<file path="src/rtl/cpu_pkg.sv">
// Shared definitions for the 8-bit execute stage: widths and opcode encodings.
package cpu_pkg;

  localparam int DATA_W = 8;
  localparam int OPC_W  = 3;

  localparam logic [OPC_W-1:0] OP_ADD = 3'b000;
  localparam logic [OPC_W-1:0] OP_SUB = 3'b001;
  localparam logic [OPC_W-1:0] OP_AND = 3'b010;
  localparam logic [OPC_W-1:0] OP_OR  = 3'b011;
  localparam logic [OPC_W-1:0] OP_XOR = 3'b100;
  localparam logic [OPC_W-1:0] OP_MUL = 3'b101;
  localparam logic [OPC_W-1:0] OP_DIV = 3'b110;
  localparam logic [OPC_W-1:0] OP_CMP = 3'b111;

endpackage

</file>
<file path="src/rtl/alu8.sv">
// Combinational 8-bit ALU. The carry output doubles as the borrow,
// multiply-overflow and divide-by-zero flag depending on the opcode.
module alu8
  import cpu_pkg::*;
(
  input  logic [DATA_W-1:0] a,
  input  logic [DATA_W-1:0] b,
  input  logic [OPC_W-1:0]  opcode,
  output logic [DATA_W-1:0] result,
  output logic              carry
);

  logic [DATA_W:0]     sum;
  logic [2*DATA_W-1:0] product;

  assign sum     = {1'b0, a} + {1'b0, b};
  assign product = {8'b0, a} * {8'b0, b};

  // Select the operation; every path assigns both outputs.
  always_comb begin
    result = '0;
    carry  = 1'b0;
    case (opcode)
      OP_ADD: begin
        result = sum[DATA_W-1:0];
        carry  = sum[DATA_W];
      end
      OP_SUB: begin
        result = a - b;
        carry  = (a < b);
      end
      OP_AND: result = a & b;
      OP_OR:  result = a | b;
      OP_XOR: result = a ^ b;
      OP_MUL: begin
        result = product[DATA_W-1:0];
        carry  = |product[2*DATA_W-1:DATA_W];
      end
      OP_DIV: begin
        if (b == '0) begin
          result = 8'hFF;
          carry  = 1'b1;
        end else begin
          result = a / b;
        end
      end
      OP_CMP: result = {5'b0, (a < b), (a > b), (a == b)};
      default: begin
        result = '0;
        carry  = 1'b0;
      end
    endcase
  end

endmodule

</file>
<file path="src/rtl/instruction_memory.sv">
// Registered execute stage: runs alu8 on the current operands, registers the
// result, flag and opcode, and keeps a per-opcode history of the last result.
// data_out returns the entry for this opcode as it was before this cycle's write.
module instruction_memory
  import cpu_pkg::*;
(
  input  logic              clk,
  input  logic              rst,
  input  logic [DATA_W-1:0] a,
  input  logic [DATA_W-1:0] b,
  input  logic [OPC_W-1:0]  opcode,
  output logic [OPC_W-1:0]  alu_sel,
  output logic [DATA_W-1:0] result_out,
  output logic              carry_out,
  output logic [DATA_W-1:0] data_out
);

  logic [DATA_W-1:0] alu_result;
  logic              alu_carry;
  logic [DATA_W-1:0] mem [0:7];

  alu8 u_alu (
    .a      (a),
    .b      (b),
    .opcode (opcode),
    .result (alu_result),
    .carry  (alu_carry)
  );

  // Output registers and result memory; reset clears everything and suppresses the write.
  always_ff @(posedge clk) begin
    if (!rst) begin
      alu_sel    <= '0;
      result_out <= '0;
      carry_out  <= 1'b0;
      data_out   <= '0;
      for (int i = 0; i < 8; i++) begin
        mem[i] <= '0;
      end
    end else begin
      alu_sel     <= opcode;
      result_out  <= alu_result;
      carry_out   <= alu_carry;
      data_out    <= mem[opcode];
      mem[opcode] <= alu_result;
    end
  end

endmodule

</file>
<file path="config.mk">
export PLATFORM = sky130hd
export DESIGN_NAME = instruction_memory
export DESIGN_NICKNAME = d
export VERILOG_FILES = /design/src/rtl/cpu_pkg.sv /design/src/rtl/alu8.sv /design/src/rtl/instruction_memory.sv
export SDC_FILE = /design/constraint.sdc
export NUM_CORES = 1
export LEC_CHECK = 0
export CAP_MARGIN = 20
export CELL_PAD_IN_SITES_DETAIL_PLACEMENT = 0
export CELL_PAD_IN_SITES_GLOBAL_PLACEMENT = 1
export CORE_UTILIZATION = 48
export DETAILED_ROUTE_END_ITERATION = 12
export GPL_TIMING_DRIVEN = 0
export PLACE_DENSITY = 0.89
export RECOVER_POWER = 50
export SETUP_SLACK_MARGIN = 0.1
export SLEW_MARGIN = 40
export SYNTH_ARGS = -nofsm -noshare
export SYNTH_HDL_FRONTEND = slang
export SYNTH_HIERARCHICAL = 1
export SYNTH_SLANG_ARGS = --single-unit
</file>
<file path="constraint.sdc">
create_clock -name clk -period 17.52 [get_ports clk]
set_input_delay 2.628 -clock clk [delete_from_list [all_inputs] [get_ports clk]]
set_output_delay 2.628 -clock clk [all_outputs]
set_load 0.05 [all_outputs]
</file>
==> load_flow_metrics.sql, run 1 <==
INSERT INTO impl_metrics (metric_group, metric, value, unit) VALUES
('worst_setup_path', 'slowest_stage', 'clkdlybuf4s50_1', ''),
('yosys', 'postSynthRegisterBits', '84', ''),
('yosys', 'ys_async_rst_share', '0', '%'),
('clock_tree', 'cts.sink_count', '84', ''),
('floorplanning', 'die_area', '0.0177', 'mm^2'),
('clock_tree', 'cts_buffers', '9', ''),
('timing', 'final.min_clock_period', '15.20', 'ns'),
('place', 'io_buffer_count', '38', ''),
('clock_tree', 'cts-hold-fix-buffers', '0', ''),
('floorplanning', 'floorplan.core_area', '0.0167', 'mm^2'),
('place', 'hpwl', '16.8', 'mm'),
('worst_setup_path', 'critPathRequiredTime', '17.60', 'ns'),
('floorplanning', 'die_height', '133', 'um'),
('routing', 'drt-wirelength-per-cell', '18.3', 'um'),
('yosys', 'netlist-cell-type-count', '72', ''),
('floorplanning', 'floorplan.die.width', '133', 'um'),
('routing', 'via_count', '7245', ''),
('pwr', 'power_per_cell_area', '86.8', 'mW/mm^2'),
('yosys', 'share_of_the_synthesized_area_in_the_top_cell_type', '23.3', '%'),
('timing', 'max_slew_margin', '44.4', '%'),
('worst_setup_path', 'timing.setup.critical_path_class', 'input port to register', ''),
('timing', 'timing_hold_violations_final', '0', ''),
('global_route', 'largest_net_degree_at_the_start_of_global_routing', '18', ''),
('yosys', 'synth.cell_area', '0.00825', 'mm^2'),
('routing', 'via_per_inst', '5.99', ''),
('global_route', 'via_count_of_the_first_global_routing_pass', '6864', ''),
('yosys', 'synth-edff-count', '64', ''),
('yosys', 'mean_instance_size_in_the_synthesized_netlist', '8.81', 'um^2'),
('job', 'maxCapViolCount', '0', ''),
('clock_tree', 'cts_resized', '0', ''),
('worst_setup_path', 'timing.critical_path.fanout_max', '10', ''),
('global_route', 'grt_pass1_wl', '35.6', 'mm'),
('yosys', 'synth_nets', '1094', ''),
('yosys', 'ys_top_cells_by_count', 'nor2_1 (147), ha_1 (99), inv_1 (95)', ''),
('timing', 'final.setup.tns', '0', 'ns'),
('timing', 'finClkSkew', '0.00619', 'ns'),
('clock_tree', 'clock_insertion_delay_worst_skew', '0.35', 'ns'),
('timing', 'worst-slew-pin-transition', '0.828', 'ns'),
('clock_tree', 'post-cts-setup-buffers', '0', ''),
('yosys', 'syn-instance-count', '936', ''),
('clock_tree', 'ctsLongestPathBuffers', '2', ''),
('yosys', 'synth_top_cells_by_area', 'edfxtp_1 (23%), ha_1 (15%), fa_1 (9.2%)', ''),
('routing', 'initialDrtViolationCount', '549', ''),
('global_route', 'groute.usage.overall', '25.9', '%'),
('yosys', 'ys.flop_type', 'edfxtp_1', ''),
('outcome', 'status', 'completed', ''),
('floorplanning', 'io_pins', '41', ''),
('routing', 'drc_errors', '0', ''),
('cells_and_area', 'syn2layout_area_growth', '11.3', '%'),
('clock_tree', 'cts.reportedPaths.clkPinSlew', '0.06', 'ns'),
('yosys', 'post-synth-top-area-cell', 'edfxtp_1', ''),
('timing', 'rsz_0062_raised_after_global_routing', 'false', ''),
('cells_and_area', 'final_nets', '1143', ''),
('global_route', 'globalRouteOverflowTotal', '0', ''),
('timing', 'fmax', '0.0658', 'GHz'),
('cells_and_area', 'post-route-cell-area', '0.00919', 'mm^2'),
('worst_setup_path', 'worst_path_largest_cell_delay', '0.58', 'ns'),
('cells_and_area', 'number_of_antenna_diodes', '0', ''),
('pwr', 'ir_worst_vdd', '62.4', 'uV'),
('worst_setup_path', 'critPathCaptureType', 'register', ''),
('clock_tree', 'cts_htree_levels', '3', ''),
('hold_path', 'class_of_the_most_critical_hold_timing_path', 'register to register', ''),
('yosys', 'yosys_warnings', '6', ''),
('place', 'finalWeightedCongestion', '0.947', ''),
('clock_tree', 'cts_tree', 'built', ''),
('timing', 'report.final.setup_viol', '0', ''),
('yosys', 'synth_most_common_cell', 'nor2_1', ''),
('routing', 'iteration_count_of_the_initial_detailed_routing_pass', '5', ''),
('timing', 'slew_violations', '0', ''),
('place', 'placed_cell_area', '0.00890', 'mm^2'),
('floorplanning', 'floorplan.rows', '47', '');
[cell usage in the layout (no fill, tap or decap), types with 6 or more instances in the layout]
| master | n |
|---|---|
| o211ai_1 | 8 |
| a21o_1 | 9 |
| buf_2 | 6 |
| nor3_1 | 23 |
| edfxtp_1 | 64 |
| o21ai_0 | 43 |
| nand3_1 | 10 |
| a32oi_1 | 7 |
| inv_1 | 95 |
| nor2_1 | 147 |
| nand2b_1 | 6 |
| nand2_1 | 65 |
| xnor2_1 | 11 |
| o32ai_1 | 7 |
| dlygate4sd3_1 | 22 |
| and3b_1 | 7 |
| nor2b_1 | 14 |
| a31oi_1 | 9 |
| and2_1 | 7 |
| a21oi_1 | 49 |
| fa_1 | 38 |
| o211a_1 | 7 |
| ha_1 | 99 |
| a211oi_1 | 7 |
| clkdlybuf4s50_1 | 16 |
| mux2_2 | 7 |
| a221oi_1 | 20 |
| clkbuf_1 | 26 |
| dfxtp_1 | 20 |
| o21a_1 | 19 |
| clkbuf_16 | 10 |
| or3_1 | 9 |
[through the flow]
step	hold slack (ns)	worst slack (ns)	cells
finish	0.556	2.32	1210
floorplan	0.488	4.52	936
detailed placement	0.533	2.13	1194
CTS	0.549	2.46	1210
global route	0.573	1.25	1210
global placement	0.547	2.25	1194
[critical path: cells and delay by family]
kind            cells  cell delay (ns)
compound gates     26             5.03
fa+ha+maj           7             2.15
buf+inv             5             1.68
mux                 3             1.15
simple gates        9             2.68
[path summary, 6_finish.rpt]
kind / endpoint / slack (ns) / cells past startpoint / start
hold / removal: data_out[0]$_SDFF_PN0_ / 0.56 / 2 / mem[2][0]$_SDFFCE_PN0P_
setup / recovery: mem[4][0]$_SDFFCE_PN0P_ / 2.32 / 50 / b[6]
hold reg to reg: data_out[0]$_SDFF_PN0_ / 0.56 / 2 / mem[2][0]$_SDFFCE_PN0P_
setup reg to reg: data_out[5]$_SDFF_PN0_ / 16.05 / 3 / mem[7][5]$_SDFFCE_PN0P_
[flip-flops by register name, summed over array words and instances (netlist names)]
register    flops
mem            64
data_out        8
carry_out       1
result_out      8
alu_sel         3
[area by class of cell]
class,count,area (um^2)
plain buffers,36,165
clock buffers,11,264
clock inverters,5,31.3
fillers,1578,7520
inverters,98,368
multi-input cells,718,5380
flip-flops and latches,84,2320
well taps,220,275
repair buffers,38,380
[layer usage]
| metal | share of wire [%] | up-vias | global-route usage [%] |
|---|---|---|---|
| met3 | 6.4 | 56 | 3.61 |
| li1 | - | 3449 | - |
| met4 | 3.8 | 0 | 11.9 |
| met5 | 0 | - | 0 |
| met1 | 42 | 3448 | 34.0 |
| met2 | 47 | 292 | 42.4 |
[where the power goes]
group	leakage [nW]	internal, mW	switching, mW
clock network	0.151	0.108	0.0763
registers	0.796	0.231	0.00431
logic	3.04	0.148	0.230
[cell families after synthesis]
| kind of cell | Yosys count | share of synthesized area, % |
|---|---|---|
| simple gates | 317 | 17.7 |
| flops | 84 | 28.2 |
| mux | 12 | 1.56 |
| buf+inv | 134 | 6.64 |
| xor+xnor | 16 | 1.70 |
| compound gates | 236 | 20.0 |
| fa+ha+maj | 137 | 24.2 |
Power figures use the tool's default switching activity.
==> run 2: changes to the inputs <==
- CORE_MARGIN: not set -> 3
==> run 2 against run 1 <==
Design area is 0.18% lower. First-iteration DRC count grew 1.3%. Critical path type unchanged. Flip-flop and latch count unchanged. Cell count did not move. Count of clock-buffer cells in the layout is 1 lower. Non-clock buffer count is the same. Largest power group unchanged. Register-to-register slack better by 0.07 ns.
==> load_flow_metrics.sql, run 2 (synthesized netlist as in run 1, its figures left out) <==
INSERT INTO impl_metrics (metric_group, metric, value, unit) VALUES
('clock_tree', 'cts_resized', '0', ''),
('clock_tree', 'cts_root_buffer', 'clkbuf_16', ''),
('hold_path', 'class_of_the_most_critical_hold_timing_path', 'register to register', ''),
('clock_tree', 'cts.reportedPaths.clkPinSlew', '0.07', 'ns'),
('timing', 'final.min_clock_period', '15.21', 'ns'),
('routing', 'via_per_inst', '5.94', ''),
('timing', 'finalCritPeriodShare', '86.8', '%'),
('pwr', 'ir_worst_vdd', '64.2', 'uV'),
('pwr', 'comb_power_share', '47.8', '%'),
('floorplanning', 'floorplan.core_area', '0.0167', 'mm^2'),
('timing', 'report.final.setup_viol', '0', ''),
('worst_setup_path', 'worst_setup_path_start_kind', 'input port', ''),
('pwr', 'p_sw', '0.312', 'mW'),
('cells_and_area', 'syn2layout_area_growth', '11.1', '%'),
('routing', 'finalWirelength', '22.3', 'mm'),
('place', 'io_buffer_count', '38', ''),
('global_route', 'groute.usage.overall', '24.2', '%'),
('hold_path', 'hold_path.startpoint', 'mem[2][0]$_SDFFCE_PN0P_', ''),
('timing', 'finalHoldWorstSlack', '0.606', 'ns'),
('hold_path', 'worstHoldPathCells', '2', ''),
('floorplanning', 'die_height', '137', 'um'),
('outcome', 'status', 'completed', ''),
('pwr', 'power_per_cell_area', '86.4', 'mW/mm^2'),
('cells_and_area', 'largest_reg_flops', '64', ''),
('job', 'maxCapViolCount', '0', ''),
('worst_setup_path', 'slowest_stage', 'o41ai_1', ''),
('hold_path', 'worst_hold_path.endpoint', 'data_out[0]$_SDFF_PN0_', ''),
('pwr', 'static-leakage-power', '3.97', 'nW'),
('timing', 'worst-slew-pin-transition', '0.817', 'ns'),
('global_route', 'grt_pass1_wl', '35.7', 'mm'),
('floorplanning', 'floorplan.initialDensity', '49.4', '%'),
('worst_setup_path', 'critPathRequiredTime', '17.59', 'ns'),
('routing', 'drc_errors', '0', ''),
('timing', 'slew_violations', '0', ''),
('pwr', 'internal_power_of_the_cells', '0.480', 'mW'),
('timing', 'fmax', '0.0657', 'GHz'),
('cells_and_area', 'number_of_antenna_diodes', '0', ''),
('worst_setup_path', 'critPathCaptureType', 'register', ''),
('floorplanning', 'floorplan.die.width', '137', 'um'),
('place', 'hpwl', '17.1', 'mm'),
('worst_setup_path', 'timing.critical_path.fanout_max', '10', ''),
('clock_tree', 'cts_htree_levels', '3', ''),
('routing', 'ant_nets', '0', ''),
('cells_and_area', 'mostFrequentLayoutCells', 'nor2_1 (147), ha_1 (99), inv_1 (95)', ''),
('global_route', 'globalRouteOverflowTotal', '0', ''),
('cells_and_area', 'final_nets', '1143', ''),
('global_route', 'largest_net_degree_at_the_start_of_global_routing', '18', ''),
('global_route', 'via_count_of_the_first_global_routing_pass', '6685', ''),
('clock_tree', 'post-cts-setup-buffers', '0', ''),
('global_route', 'initial_antenna_violation_count', '0', ''),
('worst_setup_path', 'rr_startpoint', 'mem[7][5]$_SDFFCE_PN0P_', ''),
('floorplanning', 'floorplan.rows', '47', ''),
('routing', 'initialDrtViolationCount', '556', ''),
('routing', 'drt-wirelength-per-cell', '18.5', 'um'),
('clock_tree', 'cts.sink_count', '84', ''),
('cells_and_area', 'mostFrequentLayoutCell', 'nor2_1', ''),
('cells_and_area', 'top_register', 'mem', ''),
('timing', 'max_slew_margin', '45.5', '%'),
('floorplanning', 'io_pins', '41', ''),
('clock_tree', 'cts-hold-fix-buffers', '0', ''),
('clock_tree', 'ctsLongestPathBuffers', '2', ''),
('cells_and_area', 'largestRegisters', 'mem (64), data_out (8), result_out (8)', ''),
('worst_setup_path', 'timing.setup.critical_path_class', 'input port to register', ''),
('worst_setup_path', 'worstRegToRegCells', '3', ''),
('timing', 'final.setup.tns', '0', 'ns'),
('pwr', 'power.switching_fraction', '39.4', '%'),
('pwr', 'seq_power_share', '29.7', '%'),
('place', 'finalWeightedCongestion', '0.915', ''),
('pwr', 'clockPowerShare', '22.5', '%'),
('clock_tree', 'cts_tree', 'built', ''),
('cells_and_area', 'layout-drive-gt1-share', '4.55', '%'),
('worst_setup_path', 'critical_path_arrival', '15.28', 'ns'),
('worst_setup_path', 'regToRegEndpoint', 'data_out[5]$_SDFF_PN0_', ''),
('timing', 'rsz_0062_raised_after_global_routing', 'false', ''),
('floorplanning', 'die_area', '0.0188', 'mm^2'),
('timing', 'finClkSkew', '0.0101', 'ns'),
('timing', 'timing_hold_violations_final', '0', ''),
('routing', 'iteration_count_of_the_initial_detailed_routing_pass', '6', ''),
('clock_tree', 'cts_buffers', '9', ''),
('routing', 'via_count', '7192', ''),
('clock_tree', 'clock_insertion_delay_worst_skew', '0.34', 'ns'),
('worst_setup_path', 'worst_path_largest_cell_delay', '0.59', 'ns'),
('worst_setup_path', 'timing.reg2reg.setup_slack', '16.12', 'ns');
==> run 2: cell count changes in the layout (fill, tap and decap cells not counted) <==
cell       change
a221oi_1       +1
a221oi_2       -1
clkbuf_16      -1
clkinv_2       -1
clkinv_4       +2
inv_4          -1
inv_6          +1
==> run 2: cell type report <==
type	instances	area (um^2)
repair buffers	38	380
flip-flops and latches	84	2320
plain buffers	36	165
clock inverters	6	46.3
multi-input cells	718	5370
inverters	98	368
well taps	220	275
fillers	1596	7530
clock buffers	10	239
==> run 2: per-stage QoR <==
step                power, mW  util (%)  std cells  setup WS, ns  cell area, um^2
floorplan               0.522         -        936          4.52             8250
global placement        0.612      53.3       1194          2.23             8900
detailed placement      0.616      53.3       1194          2.10             8900
CTS                     0.795      55.0       1210          2.40             9190
global route            0.848      54.9       1210          1.33             9170
finish                  0.792      54.9       1210          2.31             9170
==> run 2: worst max-delay path by stage <==
stage / startpoint / to / slack [ns] / cells past startpoint
finish: b[6] / mem[7][0]$_SDFFCE_PN0P_ / 2.31 / 52
detailed placement: b[6] / mem[7][0]$_SDFFCE_PN0P_ / 2.10 / 50
floorplan: b[7] / mem[0][0]$_SDFFCE_PN0P_ / 4.52 / 49
global placement: b[6] / mem[3][0]$_SDFFCE_PN0P_ / 2.23 / 50
CTS: b[6] / mem[7][0]$_SDFFCE_PN0P_ / 2.40 / 50
global route: b[6] / mem[7][0]$_SDFFCE_PN0P_ / 1.33 / 54
==> run 2: worst max-delay path: cells and delay by family <==
kind | cells | cell delay (ns)
AND/OR/NAND/NOR | 10 | 2.76
AO/OA/AOI/OAI | 28 | 5.38
multiplexers | 2 | 0.72
adder cells (fa/ha/maj) | 7 | 2.09
buffers and inverters | 5 | 1.69
==> run 2: power groups by stage <==
stage / logic [mW] / registers, mW / clock network, mW
floorplan: 0.267 / 0.255 / 0
global placement: 0.373 / 0.239 / 0
detailed placement: 0.376 / 0.240 / 0
CTS: 0.380 / 0.236 / 0.179
global route: 0.424 / 0.237 / 0.187
finish: 0.379 / 0.235 / 0.178
==> run 2: routing by layer <==
metal	wire length (um)	GRT usage (%)
met1	9630	32.9
met2	10700	40.9
met3	1320	2.06
met4	671	7.48
met5	0	0
